## src/rtl/ifu_fetch.sv

```systemverilog
// ifu_fetch: instruction fetch unit feeding decode.
// Holds the PC and keeps at most one request outstanding to instruction memory.
// Returned words are buffered with their PCs in a small FIFO that decode drains
// over a valid/ready handshake. A redirect flushes buffered and in-flight fetches.
// Optional build macro IFU_PERF_CNT_EN adds the fetch and stall counters.
module ifu_fetch #(
  parameter int unsigned           DATA_WIDTH = 32,
  parameter logic [DATA_WIDTH-1:0] RESET_PC   = 32'h8000_0000,
  parameter int unsigned           FIFO_DEPTH = 2
) (
  input  logic                  clk,
  input  logic                  rst,
  output logic                  imem_req_valid,
  input  logic                  imem_req_ready,
  output logic [DATA_WIDTH-1:0] imem_req_addr,
  input  logic                  imem_resp_valid,
  input  logic [DATA_WIDTH-1:0] imem_resp_data,
  output logic                  inst_valid,
  input  logic                  inst_ready,
  output logic [DATA_WIDTH-1:0] inst,
  output logic [DATA_WIDTH-1:0] inst_pc,
  input  logic                  redirect_valid,
  input  logic [DATA_WIDTH-1:0] redirect_pc
`ifdef IFU_PERF_CNT_EN
  ,
  output logic [31:0]           perf_fetch_cnt,
  output logic [31:0]           perf_stall_cnt
`endif
);

  localparam int unsigned           PTR_W      = $clog2(FIFO_DEPTH);
  localparam int unsigned           CNT_W      = PTR_W + 1;
  localparam logic [CNT_W-1:0]      DEPTH_C    = CNT_W'(FIFO_DEPTH);
  localparam logic [DATA_WIDTH-1:0] PC_STEP    = DATA_WIDTH'(4);
  localparam logic [DATA_WIDTH-1:0] ALIGN_MASK = ~DATA_WIDTH'(3);

  typedef enum logic [1:0] {
    S_IDLE,
    S_REQ,
    S_WAIT,
    S_DROP
  } state_t;

  state_t                r_state;
  logic [DATA_WIDTH-1:0] r_pc;
  logic [DATA_WIDTH-1:0] r_req_pc;
  logic [DATA_WIDTH-1:0] r_buf_inst [FIFO_DEPTH];
  logic [DATA_WIDTH-1:0] r_buf_pc   [FIFO_DEPTH];
  logic [PTR_W-1:0]      r_wptr;
  logic [PTR_W-1:0]      r_rptr;
  logic [CNT_W-1:0]      r_count;

  logic                  w_empty;
  logic                  w_handshake;
  logic                  w_resp_wait;
  logic                  w_push;
  logic                  w_pop;
  logic [CNT_W-1:0]      w_count_next;
  logic [DATA_WIDTH-1:0] w_redirect_target;

  // Handshake, push/pop qualification and the post-cycle occupancy
  always_comb begin
    w_empty           = (r_count == '0);
    w_handshake       = (r_state == S_REQ) && imem_req_ready;
    w_resp_wait       = (r_state == S_WAIT) && imem_resp_valid;
    // A response coinciding with a redirect belongs to the abandoned path
    w_push            = w_resp_wait && !redirect_valid;
    // A pop alongside a redirect is swallowed by the flush
    w_pop             = !w_empty && inst_ready && !redirect_valid;
    w_redirect_target = redirect_pc & ALIGN_MASK;
    w_count_next      = r_count;
    if (w_push) w_count_next = w_count_next + CNT_W'(1);
    if (w_pop)  w_count_next = w_count_next - CNT_W'(1);
  end

  // Outputs derived from registered state only
  always_comb begin
    imem_req_valid = (r_state == S_REQ);
    imem_req_addr  = r_pc;
    inst_valid     = !w_empty;
    inst           = w_empty ? '0 : r_buf_inst[r_rptr];
    inst_pc        = w_empty ? '0 : r_buf_pc[r_rptr];
  end

  // Buffer storage; validity is tracked by the pointers and count
  always_ff @(posedge clk) begin
    if (w_push) begin
      r_buf_inst[r_wptr] <= imem_resp_data;
      r_buf_pc[r_wptr]   <= r_req_pc;
    end
  end

  // Fetch FSM, PC and FIFO bookkeeping; redirect overrides normal sequencing
  always_ff @(posedge clk) begin
    if (rst) begin
      r_state  <= S_IDLE;
      r_pc     <= RESET_PC;
      r_req_pc <= '0;
      r_wptr   <= '0;
      r_rptr   <= '0;
      r_count  <= '0;
    end else if (redirect_valid) begin
      r_pc    <= w_redirect_target;
      r_wptr  <= '0;
      r_rptr  <= '0;
      r_count <= '0;
      // A request accepted this cycle, or one still in flight, must be drained
      case (r_state)
        S_IDLE:  r_state <= S_REQ;
        S_REQ:   r_state <= imem_req_ready ? S_DROP : S_REQ;
        S_WAIT:  r_state <= imem_resp_valid ? S_REQ : S_DROP;
        S_DROP:  r_state <= imem_resp_valid ? S_REQ : S_DROP;
        default: r_state <= S_IDLE;
      endcase
    end else begin
      if (w_push) r_wptr <= r_wptr + PTR_W'(1);
      if (w_pop)  r_rptr <= r_rptr + PTR_W'(1);
      r_count <= w_count_next;
      case (r_state)
        S_IDLE: begin
          if (r_count < DEPTH_C) r_state <= S_REQ;
        end
        S_REQ: begin
          if (w_handshake) begin
            r_req_pc <= r_pc;
            r_pc     <= r_pc + PC_STEP;
            r_state  <= S_WAIT;
          end
        end
        S_WAIT: begin
          if (imem_resp_valid) r_state <= (w_count_next < DEPTH_C) ? S_REQ : S_IDLE;
        end
        S_DROP: begin
          if (imem_resp_valid) r_state <= S_REQ;
        end
        default: r_state <= S_IDLE;
      endcase
    end
  end

`ifdef IFU_PERF_CNT_EN
  // Performance counters survive redirects and wrap naturally
  always_ff @(posedge clk) begin
    if (rst) begin
      perf_fetch_cnt <= '0;
      perf_stall_cnt <= '0;
    end else begin
      if (w_push) perf_fetch_cnt <= perf_fetch_cnt + 32'd1;
      if (inst_ready && w_empty) perf_stall_cnt <= perf_stall_cnt + 32'd1;
    end
  end
`else
  // Counters are not built in this configuration
`endif

endmodule

```

## config.mk

```make
export PLATFORM = sky130hd
export DESIGN_NAME = ifu_fetch
export DESIGN_NICKNAME = d
export VERILOG_FILES = /design/src/rtl/ifu_fetch.sv
export SDC_FILE = /design/constraint.sdc
export NUM_CORES = 1
export LEC_CHECK = 0
export BUFFER_PORTS_ARGS = -buffer_cell sky130_fd_sc_hd__buf_4
export CAP_MARGIN = 20
export CORE_MARGIN = 2
export CORE_UTILIZATION = 54
export CTS_CLUSTER_DIAMETER = 150
export CTS_CLUSTER_SIZE = 24
export DETAILED_ROUTE_END_ITERATION = 7
export PLACE_DENSITY = 0.79
export SYNTH_ARGS = -nofsm -noshare
export SYNTH_HDL_FRONTEND = slang
export SYNTH_SLANG_ARGS = --single-unit
```

## constraint.sdc

```tcl
create_clock -name clk -period 4.7 [get_ports clk]
set_input_delay 0.235 -clock clk [delete_from_list [all_inputs] [get_ports clk]]
set_output_delay 0.235 -clock clk [all_outputs]
set_load 0.1 [all_outputs]
```

; Word-level counts from Yosys, hierarchy flattened
; Memories as Yosys holds them, arrays and structs flattened. A register that Yosys moved wholly into a read port is not among the register bits.
; Cells that the tools add are included.
[word_totals]
ramBits = 128
reg_bits = 70
n_memories = 2
word_cells = 64
out_inout_bits = 98
[classes]
bitwise = 1
mux = 23
eq_ne = 7
n_reduce_logical = 17
n_addsub = 5
n_lt_le_gt_ge = 2
[memory_table]
columns = name, words, width, read_ports, rd_clocked_by_memory_dff, wr, line_no
row1 = r_buf_inst, 2, 32, 1, 1, 1, 47  ; logic [DATA_WIDTH-1:0] r_buf_inst [FIFO_DEPTH];
row2 = r_buf_pc, 2, 32, 1, 1, 1, 48  ; logic [DATA_WIDTH-1:0] r_buf_pc [FIFO_DEPTH];
[ops]
columns = cell, count
row1 = two-way mux 32 bit, 5
row2 = "adder 32 x 3 -> 32 bit, second input constant", 1
row3 = two-way mux 2 bit, 9
row4 = "!= test 3 bit, second input constant", 3
row5 = case mux 2 bit (4 select lines), 1
row6 = two-way mux 1 bit, 7
row7 = case mux 2 bit (3 select lines), 1
row8 = logical AND 1 bit, 5
row9 = "== test 2 bit, second input constant", 2
row10 = zero test 2 bit, 2
row11 = "< comparator 2 bit, second input constant", 2
row12 = AND reduction 2 bit, 2
row13 = AND reduction 4 bit, 1
row14 = nonzero test 2 bit, 2
row15 = OR reduction 2 bit, 2
row16 = "!= test 3 x 1 -> 1 bit, second input constant", 1
row17 = AND reduction 3 bit, 1
row18 = "adder 1 bit, second input constant", 2
row19 = "adder 2 x 1 -> 2 bit, second input constant", 1
row20 = "== test 2 x 1 -> 1 bit, second input constant", 1
row21 = zero test 1 bit, 2
row22 = "subtractor 2 x 1 -> 2 bit, second input constant", 1
row23 = NOT 1 bit, 1

; Depth between registers and ports, before layout
; Gate-level depths: netlist of run 1.
[depth]
depth_word = 11
ltp_mapped = 6
mapped_depth_nobuf = 6

; Worst setup path after synthesis of run 1
; OpenSTA, ideal clock, no wires.
[synth_path]
kind = register to register
startpoint = register r_state[0]
endpoint = memory r_buf_inst[0][0] (enable)
path_slack_ps = 460
period_less_slack_ps = 4240
path_buffers = 1
arrival_time_ps = 3750
setup_time_ps = 490
path_stages_with_launch = 4
cell_sequence = dfxtp_1 -> nor4bb_1 -> clkbuf_1 -> nor2b_1
[synth_via]
elab_chain_cells = 5
[synth_rtl]
columns = element, line_no
row1 = "start, declared", 44  ; state_t r_state;
row2 = "start signal, assigned", 110  ; S_REQ: r_state <= imem_req_ready ? S_DROP : S_REQ;
row3 = "start signal, assigned", 111  ; S_WAIT: r_state <= imem_resp_valid ? S_REQ : S_DROP;
row4 = "start signal, assigned", 112  ; S_DROP: r_state <= imem_resp_valid ? S_REQ : S_DROP;
row5 = == test 2 bit, 65  ; w_resp_wait = (r_state == S_WAIT) && imem_resp_valid;
row6 = logical AND 1 bit, 65
row7 = logical AND 1 bit, 67  ; w_push = w_resp_wait && !redirect_valid;
row8 = two-way mux 1 bit, 87  ; if (w_push) begin
row9 = two-way mux 1 bit (implied by the code), 88  ; r_buf_inst[r_wptr] <= imem_resp_data;
row10 = "end, declared", 47
; No other way between the ends.

; Final worst setup path of run 1
[layout_path]
startpoint = register r_count[0]
endpoint = output inst_pc[15]
[layout_via]
elab_chain_cells = 2
[layout_rtl]
columns = element, line_no
row1 = "start, declared", 51  ; logic [CNT_W-1:0] r_count;
row2 = "start signal, assigned", 118  ; r_count <= w_count_next;
row3 = zero test 2 bit, 63  ; w_empty = (r_count == '0);
row4 = two-way mux 32 bit, 82  ; inst_pc = w_empty ? '0 : r_buf_pc[r_rptr];
row5 = "end, declared", 21  ; output logic [DATA_WIDTH-1:0] inst_pc,
; No other way between the ends.

==> out/metrics.cfg, run 1 <==
[detailed_routing]
drt_iter0_markers = 487
antenna_left = 0
routedWlPerCell_um = 17.4
via_per_inst = 5.70
vias = 5921
drc_errors = 0
drt_pass1_iterations = 5
routed_wl_um = 18100

[clock_tree]
cts_setup_buffers = 0
clkLatencyLatePin_ps = 430
hold_buffers = 32
cts_inserted_buffers = 17
cts_resized = 0
cts_tree = done
cts_buffer_depth = 2
cts_root_buf = clkbuf_16
numClockSinks = 191
htreeDepth = 4
path_clk_slew_ps = 70

[setup_path]
reg2reg_setup_slack_ps = 2160
r2r_cells = 4
endpoint_kind = output pin
setup.worst_path.start_class = flop
worstPathRequired_ps = 4470
cp_max_fo = 43
worstReg2RegEnd = r_buf_pc[1][19]
critPathArrivalTime_ps = 2340
critPathKind = reg2out
r2r-start = r_state[0]

[grt]
grt_pass1_wl_um = 28800
grt.overflow.total = 0
grt_usage_pct = 23.0
antenna_found_initial = 0
first_global_vias = 5913
grt_max_degree = 63

[logic_synthesis]
ys_warn_count = 0
postSynthCellCount = 667
avgSynthCellArea_um2 = 11.9
ys_ff_latch = 191
synthArstFlopShare_pct = 0
seq_area_frac_synth_pct = 64.0
synth_ff_type = edfxtp_1
netlist_area_um2 = 7910
ys_types = 53
synth-edff-count = 124

[pwr]
peakVddDrop_mv = 0.242
p_leak_nw = 3.57
p_per_area_nw_per_um2 = 364

[sta]
layout_min_cycle_time_ps = 2580
max_slew.worst_pin.slew_ps = 1120
setup_violations = 0
clock_skew_ps = 4.46
fmaxAchievable_ghz = 0.388
rsz0062_at_grt = no
hold_viol = 0
drv_slew = 0
tns_ps = 0
slew-limit-headroom_pct = 25.2
post-route-period-util_pct = 54.8

[finish]
final_cells = 1039
fillers = 1006
most-common-layout-cells = buf_4 (166), edfxtp_1 (124), nor2_1 (87), nand2_1 (75), dfxtp_1 (66)
final_area_um2 = 10200
final_common_cell = buf_4
drive_gt1_share_pct = 24.3
synthToLayoutAreaGrowth_pct = 28.8
fin_util_pct = 70.6
antenna_cells = 0
final_nets = 914

[worst_hold_path]
holdPathEnd = imem_req_addr[2]
min_from = redirect_pc[2]
hold_class = in2reg
hold_depth = 2

[die]
dieArea_um2 = 15600
die_x_um = 125
fp.dieH_um = 125
io_pins = 168
design.core.area_um2 = 14400
num_rows = 44
initial_utilization_pct = 54.8

[outcome]
status = finished clean

[job]
max_cap_viol_count = 0

[place]
post-place-cells = 974
post_dp_cell_area_um2 = 9240
gp_congestion = 0.838
dp_hpwl_um = 11500
io_buffers = 161

## report_power, final
group / internal, W / switching [W] / total, W
Clock: 0.000831 / 0.000602 / 0.00143
Sequential: 0.00182 / 0.0000487 / 0.00186
Combinational: 0.000126 / 0.000285 / 0.000411
Total: 0.00277 / 0.000935 / 0.00371
## stage by stage
stage / hold slack (ps) / worst slack (ps) / total power, W
3_5_place_dp: 424 / 2040 / 0.00228
2_1_floorplan: 334 / 460 / 0.00216
5_1_grt: 37.6 / 1980 / 0.00381
3_3_place_gp: 421 / 2090 / 0.00227
4_1_cts: 26.2 / 2120 / 0.00372
6_report: 42.4 / 2120 / 0.00371
## flip-flops by register name, summed over array words and instances, names as in the netlist, named ones only
signal         count
imem_req_addr     30
r_buf_inst        64
r_buf_pc          60
r_count            2
r_req_pc          30
r_rptr             1
r_state            2
r_wptr             1
## worst max-delay path by stage
stage | from | endpoint | slack, ps
after floorplan | r_state[0] | r_buf_inst[0][0] | 460
after global placement | redirect_valid | r_buf_pc[1][16] | 2090
after detailed placement | redirect_valid | r_buf_inst[0][12] | 2040
after CTS | r_count[0] | inst_pc[15] | 2120
after global routing | r_count[0] | inst_pc[15] | 1980
final | r_count[0] | inst_pc[15] | 2120
## logic make-up after synthesis
group | Yosys count | share of synthesized area [%]
simple gates | 252 | 15.5
flops | 191 | 64.0
compound gates | 88 | 7.67
mux | 65 | 8.23
buf+inv | 57 | 2.99
xor+xnor | 11 | 1.22
fa+ha+maj | 2 | 0.316
other cells | 1 | 0.0474
## cell usage after synthesis (all sizes together) (3+ instances only)
master / n / area share, %
buf: 13 / 0.90
or4: 6 / 0.62
nand2b: 3 / 0.24
a311oi: 12 / 1.3
inv: 10 / 0.47
or3: 9 / 0.71
nand3: 7 / 0.44
and3: 6 / 0.47
nor2b: 6 / 0.47
xnor2: 9 / 1.0
nand2: 75 / 3.6
nor2: 88 / 4.2
and4: 6 / 0.66
nor3: 7 / 0.44
o31ai: 5 / 0.47
a211oi: 6 / 0.57
mux2i: 65 / 8.2
a2111oi: 6 / 0.78
nor4b: 5 / 0.55
edfxtp: 124 / 47
clkbuf: 34 / 1.6
o21ai: 10 / 0.63
dfxtp: 67 / 17
nand4: 15 / 1.2
a21oi: 32 / 2.0
nor4bb: 3 / 0.38
or2: 3 / 0.24
nor4: 5 / 0.40
## critical path, stage by stage (launching register included)
cell     delay, ps
dfxtp_1        320
inv_1          130
ha_2           510
buf_4          500
nor2_1         170
buf_4          270
## routing by layer
layer / wire length [um] / global-route usage, % / up-vias
met5: 0 / 0 / -
met4: 460 / 11.1 / 0
met3: 1110 / 4.96 / 40
met2: 9100 / 38.4 / 232
met1: 7450 / 28.7 / 2847
li1: - / - / 2802
## area by class of cell
class / count / area (um^2) / area share (%)
flip-flops and latches: 191 / 5070 / 49.7
repair buffers: 200 / 1620 / 15.9
multi-input cells: 422 / 2630 / 25.8
clock buffers: 20 / 468 / 4.59
inverters: 10 / 37.5 / 0.368
clock inverters: 12 / 130 / 1.28
well taps: 184 / 230 / 2.26
Note: power is estimated with default switching activity, not from simulation.
==> run 2, diff against run 1 <==
clock period = 2.4 ns   (was 4.7 ns; I/O delays follow)
==> run 2 against run 1 <==
Compared with the run above: design area rose by 5.4%; critical path depth did not move; via count rose by 3.2%; die area did not move; first-iteration DRC count rose by 7.8%; sequential cell count did not move; total power rose by 98%; hold slack got worse by 3.0 ps; cell count rose by 3.6%; register-to-register slack got worse by 1900 ps; critical path type unchanged; critical endpoint is now inst_pc[18]; largest cell class unchanged; largest power group unchanged.
==> out/metrics.cfg, run 2 (synthesis results as in run 1) <==
[die]
die_x_um = 125  ; unchanged
design.core.area_um2 = 14400  ; unchanged
io_pins = 168  ; unchanged
initial_utilization_pct = 54.8  ; unchanged
num_rows = 44  ; unchanged
dieArea_um2 = 15600  ; unchanged
fp.dieH_um = 125  ; unchanged

[setup_path]
worstPathRequired_ps = 2280  ; -2190 ps
cp_max_fo = 36  ; -16%
endpoint_kind = output pin
critPathArrivalTime_ps = 2110  ; -230 ps
setup.worst_path.start_class = flop
critPathKind = reg2out
crit_start = r_count[0]
r2r-start = r_state[0]

[clock_tree]
cts_root_buf = clkbuf_16
cts_inserted_buffers = 17  ; unchanged
path_clk_slew_ps = 70  ; about the same
numClockSinks = 191  ; unchanged
cts_buffer_depth = 2  ; unchanged
clkLatencyLatePin_ps = 430  ; about the same
cts_resized = 0  ; unchanged
cts_tree = done
htreeDepth = 4  ; unchanged

[detailed_routing]
drt_iter0_markers = 525  ; +7.8%
drc_errors = 0  ; unchanged
drt_pass1_iterations = 5  ; unchanged
routedWlPerCell_um = 17.6  ; +0.77%
antenna_left = 0  ; unchanged
via_per_inst = 5.68  ; -0.37%
routed_wl_um = 18900  ; +4.4%
vias = 6109  ; +3.2%

[finish]
antenna_cells = 0  ; unchanged
fin_util_pct = 74.5  ; +3.8 points
final_cells = 1076  ; +3.6%
fillers = 958  ; -4.8%
synthToLayoutAreaGrowth_pct = 35.8
multi_input_area_um2 = 2790  ; +6.1%
most-common-layout-cells = buf_4 (174), edfxtp_1 (124), nand2_1 (75), mux2i_1 (65), nor2_2 (61)
largest_register_ffs = 64  ; unchanged
register_area_um2 = 5090  ; +0.44%
final_nets = 951  ; +4.0%
final_common_cell = buf_4
regMostFlops = r_buf_inst
drive_gt1_share_pct = 33.0  ; +8.6 points
largestRegisters = r_buf_inst (64), r_buf_pc (60)

[grt]
grt.overflow.total = 0  ; unchanged
grt_max_degree = 61  ; -3.2%
grt_usage_pct = 24.4  ; +1.4 points
first_global_vias = 6126  ; +3.6%
antenna_found_initial = 0  ; unchanged
grt_pass1_wl_um = 30400  ; +5.6%

[sta]
post-route-period-util_pct = 92.8
tns_ps = 0  ; unchanged
setup_violations = 0  ; unchanged
whs_ps = 39.3  ; -3.05 ps
slew-limit-headroom_pct = 57.5  ; +32 points
hold_viol = 0  ; unchanged
fmaxAchievable_ghz = 0.449
worst_slack_ps = 172  ; -1950 ps
rsz0062_at_grt = no
drv_slew = 0  ; unchanged
layout_min_cycle_time_ps = 2230
max_slew.worst_pin.slew_ps = 637  ; -486 ps
clock_skew_ps = 8.31  ; +3.85 ps

[place]
post-place-ws_ps = 337  ; -1700 ps
dp_hpwl_um = 12100  ; +5.7%
gp_congestion = 0.908  ; +8.3%
io_buffers = 161  ; unchanged
post-place-cells = 985  ; +1.1%

[pwr]
peakVddDrop_mv = 0.493  ; +100%
internal-power_w = 0.00555  ; +100%
p_per_area_nw_per_um2 = 684  ; +88%
p_leak_nw = 3.73  ; +4.4%
power_switching_w = 0.00180  ; +92%
sw_frac_of_total_pct = 24.5  ; -0.73 points
pwr-share-clk_pct = 38.8  ; +0.2 points
pwr-share-seq_pct = 49.7  ; -0.6 points
combPwrFrac_pct = 11.5  ; +0.4 points

[outcome]
status = finished clean

[worst_hold_path]
min_from = redirect_pc[22]
hold_class = in2reg

[job]
max_cap_viol_count = 0  ; unchanged

[run 2: cell count changes in the layout (fill, tap and decap cells not counted), sizes merged]
cell / before / now
buf: 168 / 178
inv: 13 / 10
clkinvlp: 1 / 0
bufinv: 2 / 1
clkinv: 6 / 2
dlygate4sd3: 32 / 59
clkbuf: 20 / 29
[run 2: layout make-up]
cell class / count / area share (%)
flip-flops and latches: 191 / 47.4
multi-input cells: 422 / 26.0
repair buffers: 237 / 18.4
clock buffers: 29 / 5.32
well taps: 184 / 2.14
clock inverters: 3 / 0.373
inverters: 10 / 0.349
[run 2: routing by layer]
| metal | GRT usage [%] | part of all wire, % | up-vias |
|---|---|---|---|
| li1 | - | - | 2860 |
| met2 | 41.7 | 50 | 276 |
| met3 | 4.96 | 7.3 | 34 |
| met4 | 10.1 | 2.0 | 0 |
| met5 | 0 | 0 | - |
| met1 | 30.5 | 40 | 2939 |
[run 2: metrics by stage]
| stage | instance area, um^2 | total power (W) |
|---|---|---|
| global route | 10700 | 0.00756 |
| finish | 10700 | 0.00735 |
| CTS | 10700 | 0.00737 |
| detailed placement | 9540 | 0.00448 |
| floorplan | 8100 | 0.00424 |
| global placement | 9540 | 0.00446 |
[run 2: power by group through the flow]
stage / sequential, W / combinational, W / clock (W)
4_1_cts: 0.00365 / 0.000842 / 0.00288
2_1_floorplan: 0.00396 / 0.000286 / 0
6_report: 0.00366 / 0.000845 / 0.00285
3_3_place_gp: 0.00372 / 0.000747 / 0
5_1_grt: 0.00367 / 0.000885 / 0.00301
3_5_place_dp: 0.00372 / 0.000761 / 0
[run 2: critical path, cell delays in order (launching register included)]
cell	delay [ps]
dfxtp_1	310
inv_1	170
ha_4	500
buf_12	320
nor2_2	80
buf_4	240
[run 2: final timing paths]
check | to | slack (ps) | cells past startpoint
min | imem_req_addr[22] | 40 | 3
max | inst_pc[18] | 170 | 5
min reg2reg | r_buf_pc[1][7] | 450 | 0
max reg2reg | imem_req_addr[27] | 290 | 4
[run 2: repair_timing]
item                      4_1_cts  5_1_grt
buffers inserted                0        0
hold buffers                   59        0
hold endpoints to repair       91        0
==> run 3, diff against run 2 <==
MAX_ROUTING_LAYER = met4   (was not set)
==> run 3 against run 2 <==
Compared with the run above: register-to-register slack barely moved; die area unchanged; non-clock buffer count decreased by 2; via count fell by 1.4%; clock skew rose by 1.3 ps; first-iteration DRC count shrank 16%; design area is 0.53% lower; setup slack improved by 38 ps; hold slack got worse by 21 ps; critical path depth did not move; fmax is 1.8% higher; total power shrank 2.5%; critical path type unchanged; critical endpoint is now inst_pc[14].
==> out/metrics.cfg, run 3 (synthesis results as in run 1) <==
[clock_tree]
cts_inserted_buffers = 17  ; unchanged
clkLatencyLatePin_ps = 430  ; about the same
htreeDepth = 4  ; unchanged
numClockSinks = 191  ; unchanged
cts_setup_buffers = 0  ; unchanged
cts_root_buf = clkbuf_16
cts_tree = done
path_clk_slew_ps = 70  ; about the same
cts_buffer_depth = 2  ; unchanged

[setup_path]
crit_family = buffers and inverters
crit_chain = inv_1 > ha_4 > buf_12 > nor2_2 > buf_4
cp_slowest_cell = ha_4
cp_max_fo = 36  ; unchanged
critPathArrivalTime_ps = 2070  ; -40 ps
worstPathRequired_ps = 2280  ; about the same
worstPathBufferInverterCount = 3  ; unchanged
critPathKind = reg2out
max_stage_delay_ps = 510  ; about the same
setup.worst_path.start_class = flop
endpoint_kind = output pin

[detailed_routing]
routedWlPerCell_um = 17.6  ; -0.17%
routed_wl_um = 18900  ; -0.35%
drc_errors = 0  ; unchanged
via_per_inst = 5.61  ; -1.2%
drt_pass1_iterations = 6  ; +1
drt_iter0_markers = 442  ; -16%
antenna_left = 0  ; unchanged
vias = 6023  ; -1.4%

[pwr]
combPwrFrac_pct = 11.8  ; +0.3 points
sw_frac_of_total_pct = 25.2  ; +0.72 points
power_switching_w = 0.00181  ; +0.42%
pwr-share-seq_pct = 51.0  ; +1.3 points
internal-power_w = 0.00536  ; -3.4%
power_w = 0.00717  ; -2.5%
p_leak_nw = 3.70  ; -0.79%
p_per_area_nw_per_um2 = 671  ; -1.9%
peakVddDrop_mv = 0.449  ; -8.8%
pwr-share-clk_pct = 37.3  ; -1.5 points

[die]
dieArea_um2 = 15600  ; unchanged
initial_utilization_pct = 54.8  ; unchanged
die_x_um = 125  ; unchanged
fp.dieH_um = 125  ; unchanged
design.core.area_um2 = 14400  ; unchanged
num_rows = 44  ; unchanged
io_pins = 168  ; unchanged

[grt]
antenna_found_initial = 0  ; unchanged
grt.overflow.total = 0  ; unchanged
grt_pass1_wl_um = 29900  ; -1.6%
grt_usage_pct = 24.8  ; +0.34 points
grt_max_degree = 61  ; unchanged
first_global_vias = 6136  ; +0.16%

[finish]
synthToLayoutAreaGrowth_pct = 35.1
final_nets = 949  ; -0.21%
antenna_cells = 0  ; unchanged
largest_register_ffs = 64  ; unchanged
register_area_um2 = 5090  ; unchanged
drive_gt1_share_pct = 33.1  ; +0.19 points
final_area_um2 = 10700  ; -0.53%
most-common-layout-cells = buf_4 (174), edfxtp_1 (124), nand2_1 (75), mux2i_1 (65), nor2_2 (61)
fillers = 981  ; +2.4%
final_common_cell = buf_4
regMostFlops = r_buf_inst
fin_util_pct = 74.1  ; -0.39 points
largestRegisters = r_buf_inst (64), r_buf_pc (60)
multi_input_area_um2 = 2800  ; about the same

[sta]
layout_min_cycle_time_ps = 2190  ; -38.5 ps
drv_slew = 0  ; unchanged
tns_ps = 0  ; unchanged
setup_violations = 0  ; unchanged
rsz0062_at_grt = no
fmaxAchievable_ghz = 0.457  ; +1.8%
hold_viol = 0  ; unchanged
whs_ps = 18.4  ; -20.9 ps
clock_skew_ps = 9.58  ; +1.27 ps
post-route-period-util_pct = 91.2  ; -1.6 points
max_slew.worst_pin.slew_ps = 631  ; -5.40 ps
slew-limit-headroom_pct = 57.9  ; +0.36 points

[outcome]
status = finished clean

[place]
post_dp_cell_area_um2 = 9540  ; unchanged
gp_congestion = 0.929  ; +2.4%
io_buffers = 161  ; unchanged
dp_hpwl_um = 12100  ; -0.25%

[worst_hold_path]
hold_class = in2reg

[job]
max_cap_viol_count = 0  ; unchanged

-- run 3: cell type report --
cell class,count,area share [%]
clock buffer,24,4.91
timing repair buffer,235,18.3
multi-input combinational,422,26.2
inverter,10,0.351
sequential,191,47.6
clock inverter,8,0.468
tap,184,2.15
-- run 3: worst paths after layout --
| kind | startpoint | endpoint | slack, ps | cells past startpoint |
|---|---|---|---|---|
| worst max register to register | r_state[0] | imem_req_addr[25] | 290 | 4 |
| worst max-delay path | r_count[0] | inst_pc[14] | 210 | 5 |
| worst min-delay path | redirect_pc[22] | imem_req_addr[22] | 20 | 3 |
| worst min register to register | r_req_pc[2] | r_buf_pc[0][2] | 460 | 0 |
-- run 3: worst min-delay path: cells and delay by family --
family | cells | cell delay (ps)
compound gates | 2 | 210
buf+inv | 1 | 70
-- run 3: metal layers --
layer  routed length [um]  GRT usage, %
met5                    0             -
met4                  465          10.7
met3                 1170          4.92
met2                 9560          40.8
met1                 7660          29.9
-- run 3: stage by stage --
| step | worst slack [ps] | std cells |
|---|---|---|
| 5_1_grt | 77.6 | 1074 |
| 4_1_cts | 172 | 1074 |
| 3_5_place_dp | 252 | 985 |
| 2_1_floorplan | 13.4 | 670 |
| 3_3_place_gp | 425 | 985 |
| 6_report | 211 | 1074 |
-- run 3: timing repair --
item,CTS,global route
endpoints found under the setup margin,0,1
hold buffers,57,0
resized for setup,0,1
hold endpoints to repair,89,0
-- run 3: power groups by stage --
stage	clock network [W]	registers (W)	logic, W
after floorplan	0	0.00396	0.000286
final	0.00267	0.00366	0.000844
after global placement	0	0.00372	0.000748
after global routing	0.00284	0.00366	0.000883
after CTS	0.00270	0.00365	0.000838
after detailed placement	0	0.00372	0.000762
